<file path="config.mk">
export PLATFORM = sky130hd
export DESIGN_NAME = register_snapshot_reader_flat
export DESIGN_NICKNAME = d
export VERILOG_FILES = /design/src/rtl/register_snapshot_reader_if.sv /design/src/rtl/register_snapshot_reader.sv /design/src/flat_wrapper.sv
export SDC_FILE = /design/constraint.sdc
export NUM_CORES = 1
export LEC_CHECK = 0
export BUFFER_PORTS_ARGS = -buffer_cell sky130_fd_sc_hd__buf_2
export CAP_MARGIN = 10
export CORE_ASPECT_RATIO = 1.2
export CORE_UTILIZATION = 40
export CTS_BUF_LIST = sky130_fd_sc_hd__clkbuf_4
export CTS_CLUSTER_DIAMETER = 60
export DETAILED_ROUTE_END_ITERATION = 10
export GPL_TIMING_DRIVEN = 0
export PLACE_DENSITY_LB_ADDON = 0.08
export SETUP_SLACK_MARGIN = 0.15
export SLEW_MARGIN = 15
export SYNTH_ARGS = -nofsm -noshare
export SYNTH_HDL_FRONTEND = slang
export SYNTH_SLANG_ARGS = --single-unit
</file>
<file path="constraint.sdc">
create_clock -name clk -period 2.4 [get_ports clk]
set_input_delay 0 -clock clk [delete_from_list [all_inputs] [get_ports clk]]
set_output_delay 0 -clock clk [all_outputs]
set_load 0.02 [all_outputs]
</file>
<file path="src/rtl/register_snapshot_reader_if.sv">
// Output link of the register snapshot reader.
// Carries one word per valid/ready handshake toward the visualizer/debug port.
//   out_valid  word, index and last are valid (driven by master)
//   out_data   register word or checksum word (driven by master)
//   out_index  0..NREGS-1 = register number, NREGS = checksum (driven by master)
//   out_last   high while the checksum word is presented (driven by master)
//   out_ready  consumer accepts the current word (driven by slave)
interface register_snapshot_reader_if #(
   parameter int N  = 8,
   parameter int IW = 4
);
   logic          out_valid;
   logic [N-1:0]  out_data;
   logic [IW-1:0] out_index;
   logic          out_last;
   logic          out_ready;

   modport master (
      output out_valid,
      output out_data,
      output out_index,
      output out_last,
      input  out_ready
   );

   modport slave (
      input  out_valid,
      input  out_data,
      input  out_index,
      input  out_last,
      output out_ready
   );
endinterface

</file>
<file path="src/rtl/register_snapshot_reader.sv">
// Captures all general-purpose registers on one clock edge when start is seen
// in IDLE. It then streams the captured words in order, followed by their XOR
// checksum, over a valid/ready link. It never writes the register bank.
//   clk      system clock, rising edge
//   Reset    asynchronous, active-high reset
//   REGS_IN  register bank outputs, word i = REGS_IN[i*N +: N]
//   start    snapshot request, ignored while busy
//   link     output stream (master side of register_snapshot_reader_if)
//   busy     snapshot stream in progress
//   done     one-cycle pulse after the checksum word is accepted
module register_snapshot_reader #(
   parameter int N     = 8,
   parameter int NREGS = 4,
   parameter int IW    = 4
) (
   input  logic                        clk,
   input  logic                        Reset,
   input  logic [NREGS*N-1:0]          REGS_IN,
   input  logic                        start,
   register_snapshot_reader_if.master  link,
   output logic                        busy,
   output logic                        done
);

   typedef enum logic {IDLE, SEND} state_t;

   state_t        state, state_n;
   logic [IW-1:0] idx, idx_n, idx_inc;
   logic [N-1:0]  snap [NREGS];
   logic [N-1:0]  csum, csum_in;
   logic [N-1:0]  next_word;
   logic [N-1:0]  data_n;
   logic          valid_n, last_n, done_n;
   logic          capture;
   logic          hs;

   // XOR of the live register words, latched together with the snapshot
   always_comb begin
      csum_in = '0;
      for (int unsigned i = 0; i < NREGS; i++)
         csum_in = csum_in ^ REGS_IN[i*N +: N];
   end

   // Word presented after the next advance; no register matches when the
   // advanced index equals NREGS, so the checksum falls through.
   always_comb begin
      idx_inc   = idx + 1'b1;
      next_word = csum;
      for (int unsigned i = 0; i < NREGS; i++)
         if (idx_inc == IW'(i))
            next_word = snap[i];
   end

   always_ff @(posedge clk or posedge Reset) begin
      if (Reset)
         state <= IDLE;
      else
         state <= state_n;
   end

   // Next-state and next-output logic; outputs themselves are registered below
   always_comb begin
      state_n = state;
      idx_n   = idx;
      data_n  = link.out_data;
      valid_n = link.out_valid;
      last_n  = link.out_last;
      done_n  = 1'b0;
      capture = 1'b0;
      hs      = link.out_valid && link.out_ready;
      case (state)
         IDLE: begin
            if (start) begin
               capture = 1'b1;
               state_n = SEND;
               idx_n   = '0;
               data_n  = REGS_IN[N-1:0];
               valid_n = 1'b1;
               last_n  = 1'b0;
            end
         end
         SEND: begin
            if (hs) begin
               if (idx == IW'(NREGS)) begin
                  state_n = IDLE;
                  idx_n   = '0;
                  data_n  = '0;
                  valid_n = 1'b0;
                  last_n  = 1'b0;
                  done_n  = 1'b1;
               end else begin
                  idx_n  = idx_inc;
                  data_n = next_word;
                  last_n = (idx_inc == IW'(NREGS));
               end
            end
         end
         default: state_n = IDLE;
      endcase
   end

   always_ff @(posedge clk or posedge Reset) begin
      if (Reset) begin
         idx            <= '0;
         csum           <= '0;
         for (int unsigned i = 0; i < NREGS; i++)
            snap[i] <= '0;
         link.out_valid <= 1'b0;
         link.out_data  <= '0;
         link.out_index <= '0;
         link.out_last  <= 1'b0;
         busy           <= 1'b0;
         done           <= 1'b0;
      end else begin
         if (capture) begin
            csum <= csum_in;
            for (int unsigned i = 0; i < NREGS; i++)
               snap[i] <= REGS_IN[i*N +: N];
         end
         idx            <= idx_n;
         link.out_valid <= valid_n;
         link.out_data  <= data_n;
         link.out_index <= idx_n;
         link.out_last  <= last_n;
         busy           <= (state_n == SEND);
         done           <= done_n;
      end
   end

endmodule

</file>
<file path="src/flat_wrapper.sv">
// flat-port wrapper written by rule: the top's interface ports become plain ports
module register_snapshot_reader_flat 
#(
   parameter int N     = 8,
   parameter int NREGS = 4,
   parameter int IW    = 4
)
  (clk, Reset, REGS_IN, start, busy, done, link_out_valid, link_out_data, link_out_index, link_out_last, link_out_ready);
  register_snapshot_reader_if #(.N(N), .IW(IW)) link_i ();
  input  logic clk;
  input  logic Reset;
  input  logic [NREGS*N-1:0] REGS_IN;
  input  logic start;
  output logic busy;
  output logic done;
  output wire logic [$bits(link_i.out_valid)-1:0] link_out_valid;
  output wire logic [$bits(link_i.out_data)-1:0] link_out_data;
  output wire logic [$bits(link_i.out_index)-1:0] link_out_index;
  output wire logic [$bits(link_i.out_last)-1:0] link_out_last;
  input wire logic [$bits(link_i.out_ready)-1:0] link_out_ready;
  assign link_out_valid = link_i.out_valid;
  assign link_out_data = link_i.out_data;
  assign link_out_index = link_i.out_index;
  assign link_out_last = link_i.out_last;
  assign link_i.out_ready = link_out_ready;
  register_snapshot_reader #(.N(N), .NREGS(NREGS), .IW(IW)) u_core (.clk(clk), .Reset(Reset), .REGS_IN(REGS_IN), .start(start), .link(link_i), .busy(busy), .done(done));
endmodule
</file>
==> flow_metrics.env <==
export IMPL_drc=0
export IMPL_drt_first_pass_iters=4
export IMPL_fmax_mhz=475
export IMPL_skew_ns=0.0200
export IMPL_first_iter_violations=118
export IMPL_netlist_area_um2=3100
export IMPL_syn_to_final_growth_pct=25.4
export IMPL_synth_area_leader_cell="dfrtp_1"
export IMPL_fin_nets=436
export IMPL_drt_wl_total_mm=8.31
export IMPL_io_pins=52
export IMPL_seq_area_frac_synth_pct=45.2
export IMPL_die_h_um=98.5
export IMPL_htree_levels=2
export IMPL_rsz0062_at_grt="no"
export IMPL_grt_met2_usage_pct=35.8
export IMPL_gp_congestion=0.767
export IMPL_async_flop_share_pct=100
export IMPL_cts_tree="yes"
export IMPL_fin_crit_sh_pct=87.8
export IMPL_clk_latency_ns=0.39
export IMPL_cp_required_ns=2.71
export IMPL_crit_type="reg -> reg"
export IMPL_cts_setup_buffers=0
export IMPL_vias_per_cell=5.31
export IMPL_root_buffer="clkbuf_4"
export IMPL_synth_top_family_by_area="compound AO/OA/AOI/OAI gates"
export IMPL_vias=2582
export IMPL_hold_viol=0
export IMPL_drive_gt1_share_pct=27.3
export IMPL_crit_arrival_ns=2.41
export IMPL_grtUsageTotal_pct=22.2
export IMPL_numPortBuffers=50
export IMPL_reg2reg_slack_ns=0.29
export IMPL_cp_max_fo=8
export IMPL_cts_sinks=56
export IMPL_cap_viol_max_count=0
export IMPL_ir_worst_vdd_mv=0.511
export IMPL_synth_area_per_cell_um2=10.2
export IMPL_yosysTopAreaCellShare_pct=45.2
export IMPL_yosys_warnings=0
export IMPL_dieWidth_um=82.4
export IMPL_synth_mux_area_share_pct=14.2
export IMPL_grtUsageMet3_pct=3.06
export IMPL_synth_xor_area_share_pct=6.77
export IMPL_layout_min_cycle_time_ns=2.11
export IMPL_clkSlewWorstSetupHoldPaths_ns=0.18
export IMPL_finalMaxSlewViolations=0
export IMPL_startpoint_type="flop"
export IMPL_synth_flop_cell="dfrtp_1"
export IMPL_synth_edf_count=0
export IMPL_p_per_area_nw_per_um2=1170
export IMPL_hold_path_class="in -> reg"
export IMPL_cts_buffers=5
export IMPL_clock_path_buffers=2
export IMPL_dp_hpwl_mm=5.57
export IMPL_post_drt_wl_per_cell_um=17.1
export IMPL_grt_busiest_layer="met2"
export IMPL_synth_seq_cells=56
export IMPL_tns_ns=0
export IMPL_synthCells=305
export IMPL_synthAdderAreaFrac_pct=2.02
export IMPL_post_dp_cell_area_um2=3470
export IMPL_syn_nets=346
export IMPL_fin_area_um2=3890
export IMPL_antenna_found_initial=0
export IMPL_diodes=0
export IMPL_yosys_area_share_simple_pct=6.65
export IMPL_overflow=0
export IMPL_power_mw=4.54
export IMPL_p_leak_nw=1.75
export IMPL_slew_headroom_pct=52.7
export IMPL_synth_compound_area_share_pct=19.3
export IMPL_fp_coreArea_um2=7360
export IMPL_setup_viol=0
export IMPL_initial_core_util_pct=42.2
export IMPL_met1_usage_pct=31.0
export IMPL_dieArea_um2=8110
export IMPL_crit_path_end_kind="flop"
export IMPL_row_count=34
export IMPL_first_global_vias=2527
export IMPL_status="complete, no violations"
export IMPL_synth_distinct_cells=41
export IMPL_antenna_left=0
export IMPL_grt_max_degree=57
export IMPL_grt_pass1_wl_mm=13.3
export IMPL_yosys_top_cells_area="dfrtp_1 (45%), mux2_2 (12%), xnor2_1 (6.8%), o21ai_0 (6.1%), a21oi_1 (3.9%)"
export IMPL_tightest_slew_ns=0.709
layer usage:
metal / share of wire (%) / vias up / wire length (µm)
met3: 3.1 / 9 / 260
li1: - / 1256 / -
met4: 1.2 / 0 / 96
met2: 49 / 58 / 4100
met1: 46 / 1259 / 3850
met5: 0 / - / 0
layout by cell type, fill, tap and decap left out, types with 2 or more instances in the layout:
master,n
o221ai_1,4
nand3b_1,2
nor2_2,2
clkbuf_4,6
a221o_1,5
o31ai_1,2
mux2_2,32
o21a_1,7
o41ai_1,2
nand2_1,13
o21ai_0,38
dfrtp_1,56
a21oi_1,24
ha_1,5
inv_1,24
xnor2_1,24
buf_6,2
mux2i_1,8
nand3_1,5
o22ai_1,5
and2_1,4
clkbuf_2,4
dlygate4sd3_1,34
clkbuf_1,6
buf_2,55
nor2_1,7
layout make-up:
class,count,area (µm²)
inverters,25,96.3
flip-flops and latches,56,1400
fillers,710,3470
well taps,90,113
clock buffers,6,45.0
multi-input cells,206,1520
clock inverters,2,35.0
plain buffers,17,90.1
repair buffers,84,591
cells in the mapped netlist (all sizes together), types with 2 or more instances:
cell type / count
o21a: 7
o31ai: 2
clkbuf: 9
inv: 25
dfrtp: 56
o221ai: 4
mux2: 32
o22ai: 5
nand3b: 2
xnor2: 24
buf: 9
nand2: 13
a221o: 5
o41ai: 2
o21ai: 39
ha: 5
mux2i: 8
and2: 4
nand3: 5
nor2: 9
a21oi: 24
critical path: stages, from the launching register on:
cell	delay, ns
dfrtp_1	0.52
ha_1	0.32
and2_1	0.25
and3_1	0.17
buf_2	0.17
nor2_2	0.11
a221o_1	0.35
a21oi_1	0.16
kinds of logic after synthesis:
| group | Yosys count |
|---|---|
| XOR/XNOR | 24 |
| buffers and inverters | 43 |
| AND/OR/NAND/NOR | 41 |
| flip-flops | 56 |
| adder cells (fa/ha/maj) | 5 |
| AO/OA/AOI/OAI | 96 |
| multiplexers | 40 |
state kept, by name, summed over array words and instances, names as in the netlist:
| name | count |
|---|---|
| u_core.csum | 8 |
| u_core.link.out_valid | 1 |
| u_core.link.out_last | 1 |
| u_core.done | 1 |
| u_core.state | 1 |
| u_core.snap | 32 |
| u_core.link.out_index | 4 |
| u_core.link.out_data | 8 |
where the power goes:
part	leakage (nW)	internal, mW	switching, mW	total (mW)
clock	0.0456	0.230	0.317	0.547
combinational	1.02	1.02	1.27	2.29
sequential	0.683	1.39	0.305	1.70
total	1.75	2.64	1.90	4.54
timing repair:
| item | in CTS | in global routing |
|---|---|---|
| endpoints found under the setup margin | 1 | 17 |
| hold endpoints to repair | 98 | 0 |
| gates resized for setup | 0 | 8 |
| hold buffers | 34 | 0 |
stage by stage:
| stage | worst slack (ns) | hold WS [ns] | util [%] | cells |
|---|---|---|---|---|
| 2_1_floorplan | 0.455 | 0.150 | - | 305 |
| 3_3_place_gp | 0.206 | 0.259 | 47.1 | 445 |
| 3_5_place_dp | 0.210 | 0.170 | 47.1 | 445 |
| 4_1_cts | 0.179 | 0.153 | 52.8 | 486 |
| 5_1_grt | 0.159 | 0.169 | 52.9 | 486 |
| 6_report | 0.293 | 0.163 | 52.9 | 486 |
worst paths after layout:
path	to	cells past startpoint	from
worst max-delay path	u_core.link.out_data[1]	7	u_core.link.out_index[1]
worst min-delay path	u_core.link.out_data[6]	5	link_out_ready
worst max register to register	u_core.link.out_data[1]	7	u_core.link.out_index[1]
worst min register to register	u_core.csum[1]	2	u_core.csum[1]
max in group asynchronous	u_core.link.out_data[7]	3	Reset
min in group asynchronous	u_core.csum[2]	3	Reset
(Power assumes the default switching activity.)
